[config.mk]
export PLATFORM = sky130hd
export DESIGN_NAME = fp16_align_addsub
export DESIGN_NICKNAME = d
export VERILOG_FILES = /design/src/rtl/fp16_align_addsub.sv
export SDC_FILE = /design/constraint.sdc
export NUM_CORES = 1
export LEC_CHECK = 0
export ABC_CLOCK_PERIOD_IN_PS = 2900
export BUFFER_PORTS_ARGS = -buffer_cell sky130_fd_sc_hd__buf_2
export CAP_MARGIN = 10
export CORE_MARGIN = 5
export CORE_UTILIZATION = 58
export CTS_CLUSTER_DIAMETER = 200
export DETAILED_ROUTE_END_ITERATION = 12
export PLACE_DENSITY_LB_ADDON = 0.12
export SLEW_MARGIN = 20
export SYNTH_ARGS = -nofsm -noshare
export SYNTH_HDL_FRONTEND = slang
export SYNTH_SLANG_ARGS = --single-unit
[constraint.sdc]
create_clock -name clk -period 2.9 [get_ports clk]
set_clock_uncertainty 0.05 [all_clocks]
set_input_delay 0.145 -clock clk [delete_from_list [all_inputs] [get_ports clk]]
set_output_delay 0.145 -clock clk [all_outputs]
set_load 0.01 [all_outputs]
[src/rtl/fp16_align_addsub.sv]
// Front half of the half-precision add/subtract datapath: operand decode, iterative
// mantissa alignment, mantissa add/subtract, valid/ready hand-off to normalize.
module fp16_align_addsub #(
  parameter int BIG_SHIFT = 12
) (
  input  logic        clk,
  input  logic        rst,
  input  logic        in_valid,
  output logic        in_ready,
  input  logic [15:0] a,
  input  logic [15:0] b,
  input  logic        op_sub,
  output logic        out_valid,
  input  logic        out_ready,
  output logic        srd,
  output logic [4:0]  e5d,
  output logic [11:0] mfd,
  output logic        if_equal,
  output logic        add_sub,
  output logic [1:0]  if_zero
);

  localparam logic [4:0] BIG_W = 5'(BIG_SHIFT);

  typedef enum logic [1:0] {IDLE, SHIFT, ADD, HOLD} state_t;

  state_t state, state_nxt;

  logic [4:0]  exp_a, exp_b;
  logic [10:0] man_a, man_b;
  logic        sign_b_eff, eff_sub, b_larger, mag_equal, srd_dec;

  // Operands captured at accept; the flags wait here until the ADD cycle.
  logic [10:0] big_m_p0, small_m_p0;
  logic [4:0]  cnt_p0;
  logic [4:0]  e5_p0;
  logic        srd_p0, eq_p0, sub_p0;
  logic [1:0]  zero_p0;
  logic [11:0] sum_p0;

  assign exp_a      = a[14:10];
  assign exp_b      = b[14:10];
  assign man_a      = {(exp_a != 5'd0), a[9:0]};
  assign man_b      = {(exp_b != 5'd0), b[9:0]};
  assign sign_b_eff = b[15] ^ op_sub;
  assign eff_sub    = a[15] ^ sign_b_eff;
  assign b_larger   = b[14:0] > a[14:0];
  assign mag_equal  = a[14:0] == b[14:0];
  // x - x yields +0 regardless of operand signs.
  assign srd_dec    = (eff_sub && mag_equal) ? 1'b0 : (b_larger ? sign_b_eff : a[15]);

  assign in_ready = (state == IDLE);

  always_comb begin
    state_nxt = state;
    case (state)
      IDLE:  if (in_valid) state_nxt = SHIFT;
      SHIFT: if (cnt_p0 == 5'd0) state_nxt = ADD;
      ADD:   state_nxt = HOLD;
      HOLD:  if (out_ready) state_nxt = IDLE;
      default: state_nxt = IDLE;
    endcase
  end

  always_ff @(posedge clk or posedge rst) begin
    if (rst) begin
      state  <= IDLE;
      cnt_p0 <= 5'd0;
    end else begin
      state <= state_nxt;
      if (state == IDLE && in_valid)
        cnt_p0 <= b_larger ? (exp_b - exp_a) : (exp_a - exp_b);
      else if (state == SHIFT && cnt_p0 != 5'd0)
        cnt_p0 <= (cnt_p0 >= BIG_W) ? 5'd0 : (cnt_p0 - 5'd1);
    end
  end

  // Alignment: one bit per cycle, or a single-cycle flush for large distances.
  always_ff @(posedge clk) begin
    if (state == IDLE && in_valid) begin
      big_m_p0   <= b_larger ? man_b : man_a;
      small_m_p0 <= b_larger ? man_a : man_b;
      e5_p0      <= b_larger ? exp_b : exp_a;
      srd_p0     <= srd_dec;
      eq_p0      <= mag_equal;
      sub_p0     <= eff_sub;
      zero_p0    <= {(a[14:0] == 15'd0), (b[14:0] == 15'd0)};
    end else if (state == SHIFT && cnt_p0 != 5'd0) begin
      small_m_p0 <= (cnt_p0 >= BIG_W) ? 11'd0 : (small_m_p0 >> 1);
    end
  end

  assign sum_p0 = sub_p0 ? {1'b0, big_m_p0 - small_m_p0}
                         : ({1'b0, big_m_p0} + {1'b0, small_m_p0});

  // Result registers: updated only on ADD, held through HOLD and IDLE.
  always_ff @(posedge clk or posedge rst) begin
    if (rst) begin
      out_valid <= 1'b0;
      srd       <= 1'b0;
      e5d       <= 5'd0;
      mfd       <= 12'd0;
      if_equal  <= 1'b0;
      add_sub   <= 1'b0;
      if_zero   <= 2'b00;
    end else if (state == ADD) begin
      out_valid <= 1'b1;
      srd       <= srd_p0;
      e5d       <= e5_p0;
      mfd       <= sum_p0;
      if_equal  <= eq_p0;
      add_sub   <= sub_p0;
      if_zero   <= zero_p0;
    end else if (state == HOLD && out_ready) begin
      out_valid <= 1'b0;
    end
  end

endmodule

==> flow_summary.json, run 1 <==
{
  "status": "finished, final reports clean",
  "dp_cells": 602,
  "root_buffer": "clkbuf_8",
  "relSlewSlack": 0.432,
  "drc": 0,
  "yosysTopAreaCellShare": 0.220,
  "cts.path.max_buffers": 2,
  "io_buffers": 60,
  "period_minus_slack_ps": 2380,
  "fmaxAchievable_mhz": 419,
  "antenna_found_initial": 0,
  "netlist_area_sq_um": 4370,
  "syn_inst": 453,
  "grt_pass1_wl_mm": 17.2,
  "final_antenna_net_count": 0,
  "hp-class": "in -> reg",
  "nFillCells": 599,
  "yosys_warnings": 0,
  "worst_slew_pin_slew_ps": 853,
  "cts.hold.buffers_added": 1,
  "crit_family": "compound AO/OA/AOI/OAI gates",
  "crit_chain": "ha_1 -> inv_1 -> fa_1 -> o21ba_2 -> o21ai_1 -> a21oi_1 -> o21ai_0 -> nand4_1 -> mux2_2 -> o211ai_1",
  "synth_edf_count": 32,
  "ys_ff_latch": 62,
  "clkTransAtPathRegs_ps": 80,
  "grt_pass1_vias": 3475,
  "die_h_um": 96.8,
  "gp_congestion": 0.949,
  "power_density_nw_per_um2": 976,
  "drive_gt1_frac": 0.204,
  "cts_resized": 0,
  "tritoncts": "yes",
  "overflow": 0,
  "slowest_stage": "fa_1",
  "yosysTopAreaCell": "edfxtp_1",
  "synth_fp_nets": 541,
  "nets": 603,
  "cap_violations": 0,
  "h-tree-depth": 3,
  "cp_max_fo": 3,
  "area.growth.synth_to_final_pct": 13.7,
  "synthFlopType": "edfxtp_1",
  "cp-start-kind": "flop",
  "worstPathArrival_ps": 2590,
  "die_x_um": 96.8,
  "grt_max_degree": 33,
  "rows": 31,
  "cp.buffers_inverters": 1,
  "stdcell_count": 619,
  "syn_avg_cell_area_sq_um": 9.64,
  "finalSetupViolations": 0,
  "fin_crit_sh": 0.822,
  "final_common_cell": "buf_2",
  "vias": 3505,
  "critPathKind": "reg -> reg",
  "hold_viol": 0,
  "dieArea_sq_um": 9360,
  "p_leak_uw": 0.00224,
  "final_cell_mix": "buf_2, inv_1, ha_1, a21oi_1, edfxtp_1",
  "drt_iter0_drc": 186,
  "cts.sinks": 62,
  "finalSetupTns_ps": 0,
  "pin_count": 61,
  "synth_cell_types": 57,
  "grt_setup_unrepaired": "false",
  "slew_violations": 0,
  "dp_hpwl_mm": 7.97,
  "yosys-top-cells-area": "edfxtp_1, dfrtp_1, ha_1",
  "cts_buffers": 9,
  "grt_usage": 0.226,
  "insertion_delay_ps": 340,
  "n_antenna_cell": 0,
  "critPathRequiredTime_ps": 3110,
  "timing.critical_path.to_type": "flop",
  "coreArea_sq_um": 7290,
  "start_util": 0.599,
  "ir_drop_v": 0.000533,
  "via_per_inst": 5.66,
  "first_pass_iters": 4,
  "drt-total-wl_mm": 10.4,
  "ys_seq_area_frac": 0.392,
  "async_flop_share": 0.484,
  "cp_slowest_stage_delay_ps": 380,
  "post_cts_buffers": 0,
  "wl_per_cell_um": 16.7
}
-- where the power goes --
part	internal (uW)	leakage [uW]	switching, uW
Clock	399	0.0000953	377
Combinational	1040	0.00149	1440
Sequential	1360	0.000650	227
Total	2800	0.00224	2040
-- path summary, 6_finish.rpt --
kind | slack (ps) | to | from | cells past startpoint
max in group asynchronous | 2110 | cnt_p0[0]$_DFFE_PP0P_ | rst | 4
min in group asynchronous | 380 | mfd[1]$_DFFE_PP0P_ | rst | 4
setup reg to reg | 520 | mfd[8]$_DFFE_PP0P_ | small_m_p0[0]$_DFFE_PP_ | 10
setup / recovery | 520 | mfd[8]$_DFFE_PP0P_ | small_m_p0[0]$_DFFE_PP_ | 10
hold / removal | 30 | out_valid$_DFFE_PP0P_ | out_ready | 4
hold reg to reg | 430 | out_valid$_DFFE_PP0P_ | out_valid$_DFFE_PP0P_ | 2
-- registers in the layout, indices dropped and copies added (netlist names), 2 cells and up --
signal      count
zero_p0         2
if_zero         2
small_m_p0     11
state           2
e5_p0           5
cnt_p0          5
e5d             5
big_m_p0       11
mfd            12
-- routing by layer --
layer  vias up  GRT usage  share of wire
met5         -          0              0
met3        13     0.0460          0.039
met1      1660      0.267           0.42
met2        88      0.411           0.53
li1       1744          -              -
met4         0     0.0670          0.014
-- worst min-delay path: stages --
cell	delay [ps]
buf_2	100
nand2_1	50
nand2_1	50
nand2_1	40
-- logic make-up after synthesis --
group                    Yosys count  share of synthesized area
AO/OA/AOI/OAI                    125                      0.180
XOR/XNOR                          11                     0.0221
adder cells (fa/ha/maj)           51                      0.153
buffers and inverters             71                     0.0665
flip-flops                        62                      0.392
multiplexers                      28                     0.0682
AND/OR/NAND/NOR                  105                      0.119
-- cells in the mapped netlist, drive strengths merged (5+ instances only) --
master	number
mux2	14
nand2	31
a21oi	41
ha	47
o21ai	37
edfxtp	32
mux2i	14
a211oi	5
xnor2	9
nor4	7
dfrtp	30
nand4	6
inv	53
nor2	30
o211ai	6
a21o	7
clkbuf	10
buf	8
nand2b	5
o22ai	10
nor3	9
nand3	5
-- per-stage QoR --
stage          worst slack [ps]  power (uW)  utilization  hold WS, ps  instance area (sq um)
2_1_floorplan               830        3350            -          186                   4370
5_1_grt                     339        5230        0.681         55.9                   4960
4_1_cts                     508        4870        0.681         17.2                   4960
3_3_place_gp                549        3990        0.653          200                   4760
3_5_place_dp                458        4070        0.653          207                   4760
6_report                    516        4850        0.681         34.4                   4960
-- final cells by class --
cell class	instances	area, sq um	area share
inverter	53	199	0.0401
sequential	62	1710	0.345
multi-input combinational	320	2360	0.476
timing repair buffer	69	370	0.0746
tap	99	124	0.0249
clock buffer	9	124	0.0249
clock inverter	7	71.3	0.0144
Power figures use the tool's default switching activity.
==> inputs of run 2 (changes only) <==
ABC_AREA = 1   (was not set)
ABC_CLOCK_PERIOD_IN_PS = 2190   (was 2900)
CORE_UTILIZATION = 53   (was 58)
clock period = 2.19 ns   (was 2.9 ns; I/O delays follow)
==> run 2 against run 1 <==
Compared with the run above:
- sequential power grew 30%
- via count rose by 12%
- largest power group unchanged
- first-iteration DRC count down 22%
- power is 36% higher
- die area increased by 13%
- maximum frequency rose by 23%
- largest cell class unchanged
- routed wire length is 2.9% lower
- critical path depth did not move
- count of clock-buffer cells in the layout grew 3
- synthesized area up 4.8%
- combinational power up 37%
- synthesized cell count up 32%
==> flow_summary.json, run 2 <==
{
  "slew_violations": 0,
  "p_leak_uw": 0.00283,
  "grt_pass1_vias": 3656,
  "timing.critical_path.to_type": "flop",
  "dp_hpwl_mm": 8.19,
  "io_buffers": 60,
  "cts.path.max_buffers": 2,
  "grt_max_degree": 36,
  "reg.largest.list": "mfd x12, big_m_p0 x11, small_m_p0 x11",
  "synth_edf_count": 32,
  "dieArea_sq_um": 10600,
  "synth_cell_types": 39,
  "period_minus_slack_ps": 1940,
  "drt-total-wl_mm": 10.1,
  "cts_buffers": 9,
  "overflow": 0,
  "regMostFlops": "mfd",
  "root_buffer": "clkbuf_8",
  "clkTransAtPathRegs_ps": 70,
  "via_per_inst": 4.98,
  "h-tree-depth": 3,
  "wl_per_cell_um": 12.8,
  "coreArea_sq_um": 8550,
  "netlist_area_sq_um": 4580,
  "syn_inst": 598,
  "rows": 34,
  "relSlewSlack": 0.618,
  "post_cts_buffers": 0,
  "crit_family": "adder cells",
  "slowest_stage": "edfxtp_1",
  "synth_top_cells_by_count": "nand2_1, inv_1, ha_1",
  "final_antenna_net_count": 0,
  "crit_path_frequent_cell": "nand2_1",
  "gp_congestion": 0.944,
  "worstPathArrival_ps": 2130,
  "ys_seq_area_frac": 0.374,
  "post-place-ws_ps": 65.7,
  "grt_pass1_wl_mm": 17.0,
  "drive_gt1_frac": 0.152,
  "first_pass_iters": 5,
  "cp_slowest_stage_delay_ps": 420,
  "worst_slack_ps": 251,
  "yosysMostFrequentCell": "nand2_1",
  "yosys_warnings": 0,
  "synth_fp_nets": 686,
  "tritoncts": "yes",
  "yosys-top-cells-area": "edfxtp_1, dfrtp_1, nand2_1",
  "area.growth.synth_to_final_pct": 15.7,
  "cp.buffers_inverters": 0,
  "largest_reg_flops": 12,
  "power_density_nw_per_um2": 1250,
  "yosysTopAreaCellShare": 0.210,
  "cp-start-kind": "flop",
  "syn_avg_cell_area_sq_um": 7.66,
  "yosysTopAreaCell": "edfxtp_1",
  "fmaxAchievable_mhz": 516,
  "critPathRequiredTime_ps": 2380,
  "n_antenna_cell": 0,
  "hp-class": "in -> reg",
  "cap_violations": 0,
  "final_cell_mix": "nand2_1, inv_1, buf_2, ha_1, nand3_1",
  "die_x_um": 103,
  "final_common_cell": "nand2_1",
  "grt_usage": 0.204,
  "finalSetupViolations": 0,
  "vias": 3911,
  "ir_drop_v": 0.000432,
  "status": "finished, final reports clean",
  "crit_chain": "ha_1 -> fa_1 -> o21ai_1 -> nand3_1 -> nand2_1 -> nand2_1 -> nand2_1 -> nand2_1 -> nand3_1 -> nand2_1",
  "dpl_cell_area_sq_um": 5040,
  "antenna_found_initial": 0,
  "synthFlopType": "edfxtp_1",
  "grt_setup_unrepaired": "false",
  "finalSetupTns_ps": 0,
  "start_util": 0.535,
  "insertion_delay_ps": 340,
  "postLayoutCellArea_sq_um": 5300,
  "cp_max_fo": 3,
  "cts.sinks": 62,
  "drt_iter0_drc": 146,
  "fin_crit_sh": 0.885,
  "pin_count": 61,
  "drc": 0,
  "die_h_um": 103,
  "critPathKind": "reg -> reg",
  "nets": 760,
  "async_flop_share": 0.484,
  "hold_viol": 0,
  "ys_ff_latch": 62,
  "worst_slew_pin_slew_ps": 568
}
## run 2: cell count changes after synthesis, sizes merged, moves of 13 or more
| cell | before | now |
|---|---|---|
| nand3 | 5 | 47 |
| o21ai | 37 | 50 |
| inv | 53 | 98 |
| nand2 | 31 | 176 |
| mux2i | 14 | 0 |
| mux2 | 14 | 0 |
## run 2: tightest hold or removal path: cells and delay by family
| family | cells | cell delay (ps) |
|---|---|---|
| buf+inv | 1 | 90 |
| compound gates | 1 | 60 |
| simple gates | 1 | 40 |
## run 2: timing repair
item,4_1_cts,5_1_grt
gates resized for setup,0,1
endpoints found under the hold margin,31,1
hold buffers,2,1
setup endpoints to repair,0,1
## run 2: power by group
part / leakage [uW] / switching (uW) / internal (uW)
logic: 0.00204 / 2150 / 1260
registers: 0.000669 / 260 / 1810
clock network: 0.000118 / 473 / 658
## run 2: per-stage QoR
stage | hold WS (ps) | power [uW] | utilization | std cells
after global routing | 5.36 | 7270 | 0.619 | 785
after detailed placement | 157 | 5500 | 0.589 | 766
after CTS | 1.43 | 6650 | 0.618 | 784
after floorplan | 150 | 4480 | - | 598
final | 15.0 | 6600 | 0.619 | 785
after global placement | 152 | 5410 | 0.589 | 766
## run 2: kinds of logic (layout without fill, tap and decap cells)
logic type / Yosys count / after routing / synth area share
and+or+nand+nor: 271 / 271 / 0.254
buffers and inverters: 115 / 194 / 0.102
AOI/OAI and AO/OA: 88 / 88 / 0.103
DFF: 62 / 62 / 0.374
adders and majority gates: 51 / 51 / 0.146
xor gates and xnor gates: 11 / 11 / 0.0210
## run 2: cell type report
type	instances	area [sq um]
Timing Repair Buffer	78	443
Clock buffer	12	176
Clock inverter	4	50.0
Sequential cell	62	1710
Fill cell	800	3260
Tap cell	108	135
Inverter	100	378
Multi-Input combinational cell	421	2400
## run 2: layer usage
metal	vias to the layer above	part of all wire	GRT usage
li1	2072	-	-
met1	1722	0.51	0.304
met2	101	0.42	0.296
met3	16	0.054	0.0440
met4	0	0.019	0.0618
met5	-	0	0
## run 2: path summary, 6_finish.rpt
path	startpoint	endpoint	slack, ps	depth (start not counted)
setup reg to reg	small_m_p0[0]$_DFFE_PP_	mfd[8]$_DFFE_PP0P_	250	10
setup / recovery	small_m_p0[0]$_DFFE_PP_	mfd[8]$_DFFE_PP0P_	250	10
hold / removal	a[1]	big_m_p0[1]$_DFFE_PP_	20	3
min in group asynchronous	rst	out_valid$_DFFE_PP0P_	330	4
hold reg to reg	zero_p0[0]$_DFFE_PP_	if_zero[0]$_DFFE_PP0P_	400	2
max in group asynchronous	rst	cnt_p0[0]$_DFFE_PP0P_	1480	4
==> inputs of run 3 (changes only) <==
--- a/config.mk
+++ b/config.mk
@@ -12,3 +12,3 @@
 export CORE_MARGIN = 5
-export CORE_UTILIZATION = 53
+export CORE_UTILIZATION = 50
 export CTS_CLUSTER_DIAMETER = 200
--- a/constraint.sdc
+++ b/constraint.sdc
@@ -4,2 +4,2 @@
 set_output_delay 0.1095 -clock clk [all_outputs]
-set_load 0.01 [all_outputs]
+set_load 0.02 [all_outputs]
==> run 3 against run 2 <==
Compared with the run above:
- first-iteration DRC count increased by 17%
- maximum frequency fell by 4.0%
- register-to-register slack lost 80 ps
- non-clock buffer count shrank 1
- flip-flop and latch count stayed put
- clock power down 12%
- hold slack gained 6.3 ps
- power is 0.21% higher
==> flow_summary.json, run 3 (same netlist as run 2, synthesis figures left out) <==
{
  "final_antenna_net_count": 0,
  "area.growth.synth_to_final_pct": 15.0,
  "grt_pass1_wl_mm": 16.9,
  "hp-class": "in -> reg",
  "overflow": 0,
  "relSlewSlack": 0.691,
  "largest_reg_flops": 12,
  "worst_slew_pin_slew_ps": 463,
  "slew_violations": 0,
  "seq_power_share": 0.313,
  "via_per_inst": 4.94,
  "power_density_nw_per_um2": 1260,
  "die_x_um": 106,
  "start_util": 0.505,
  "crit_family": "adder cells",
  "ir_drop_v": 0.000427,
  "worstPathArrival_ps": 2210,
  "post_cts_buffers": 0,
  "critPathRequiredTime_ps": 2380,
  "cp_slowest_stage_delay_ps": 420,
  "fin_crit_sh": 0.922,
  "root_buffer": "clkbuf_8",
  "crit_chain": "ha_1 -> fa_1 -> o21ai_0 -> nand3_1 -> nand2_1 -> nand2_1 -> nand2_1 -> nand2_1 -> nand3_1 -> nand2_1",
  "power_frac_comb": 0.535,
  "cts_resized": 0,
  "reg2reg_slack_ps": 170,
  "wl_per_cell_um": 12.6,
  "drt_iter0_drc": 171,
  "insertion_delay_ps": 340,
  "cts.sinks": 62,
  "timing.critical_path.to_type": "flop",
  "finalSetupTns_ps": 0,
  "p_leak_uw": 0.00281,
  "status": "finished, final reports clean",
  "utilization": 0.581,
  "first_pass_iters": 5,
  "drt-total-wl_mm": 9.91,
  "grt_setup_unrepaired": "false",
  "dieArea_sq_um": 11200,
  "gp_congestion": 0.897,
  "dp_hpwl_mm": 8.11,
  "reg.largest.list": "mfd x12, big_m_p0 x11, small_m_p0 x11",
  "vias": 3891,
  "finalSetupViolations": 0,
  "clkTransAtPathRegs_ps": 80,
  "final_cell_mix": "nand2_1, inv_1, buf_2, ha_1, nand3_1",
  "cp_max_fo": 3,
  "drive_gt1_frac": 0.152,
  "nets": 759,
  "p_sw_frac": 0.455,
  "period_minus_slack_ps": 2020,
  "regMostFlops": "mfd",
  "fmaxAchievable_mhz": 495,
  "grt_usage": 0.184,
  "crit_path_frequent_cell": "nand2_1",
  "cp-start-kind": "flop",
  "intPower_uw": 3600,
  "n_antenna_cell": 0,
  "cts.path.max_buffers": 2,
  "hold_viol": 0,
  "grt_pass1_vias": 3604,
  "coreArea_sq_um": 9060,
  "switchingPower_uw": 3010,
  "drc": 0,
  "pin_count": 61,
  "tritoncts": "yes",
  "cts_buffers": 9,
  "cp.buffers_inverters": 0,
  "io_buffers": 60,
  "final_common_cell": "nand2_1",
  "rows": 35,
  "antenna_found_initial": 0,
  "critPathKind": "reg -> reg",
  "die_h_um": 106,
  "slowest_stage": "fa_1",
  "grt_max_degree": 36,
  "cap_violations": 0,
  "clock_power_share": 0.152,
  "h-tree-depth": 3
}
## run 3: cell types whose count changed in the layout (fill, tap and decap cells not counted), sizes merged
cell,delta
dlygate4sd3,-1
clkinvlp,+1
bufinv,-1
## run 3: area by class of cell
type,instances,area (sq um)
well taps,111,139
clock buffers,12,176
clock inverters,4,26.3
fillers,862,3800
multi-input cells,421,2400
inverters,100,378
flip-flops and latches,62,1710
repair buffers,77,433
## run 3: worst reg2reg max path, cell delays in order, from the launching register on
cell	delay, ps
edfxtp_1	410
ha_1	230
fa_1	420
o21ai_0	320
nand3_1	120
nand2_1	90
nand2_1	70
nand2_1	70
nand2_1	40
nand3_1	70
nand2_1	50
## run 3: timing repair
item	4_1_cts	5_1_grt
hold endpoints to repair	31	0
endpoints found under the setup margin	0	0
hold buffers	2	0
## run 3: worst paths after layout
check / startpoint / end / cells past startpoint
setup / recovery: small_m_p0[0]$_DFFE_PP_ / mfd[8]$_DFFE_PP0P_ / 10
hold / removal: a[1] / big_m_p0[1]$_DFFE_PP_ / 3
setup reg to reg: small_m_p0[0]$_DFFE_PP_ / mfd[8]$_DFFE_PP0P_ / 10
hold reg to reg: e5_p0[3]$_DFFE_PP_ / e5d[3]$_DFFE_PP0P_ / 2
max in group asynchronous: rst / cnt_p0[0]$_DFFE_PP0P_ / 4
min in group asynchronous: rst / if_equal$_DFFE_PP0P_ / 4
## run 3: per-layer routing
| layer | part of all wire | global-route usage |
|---|---|---|
| met1 | 0.50 | 0.278 |
| met2 | 0.42 | 0.265 |
| met3 | 0.063 | 0.0361 |
| met4 | 0.016 | 0.0537 |
| met5 | 0 | 0 |
## run 3: power groups by stage
stage          clock network [uW]  logic [uW]  registers [uW]
5_1_grt                      1090        4060            2140
6_report                     1000        3540            2070
3_3_place_gp                    0        3500            2080
4_1_cts                      1030        3570            2080
2_1_floorplan                   0        2350            2290
3_5_place_dp                    0        3550            2100
## run 3: stage by stage
step / instance area, sq um / hold slack [ps] / cells / setup WS, ps / total power [uW]
global route: 5270 / 20.2 / 787 / 16.0 / 7280
finish: 5270 / 21.3 / 787 / 170 / 6620
detailed placement: 5040 / 160 / 769 / -26.2 / 5650
CTS: 5270 / 9.61 / 787 / 152 / 6670
floorplan: 4580 / 150 / 598 / 128 / 4640
global placement: 5040 / 154 / 769 / -32.4 / 5580
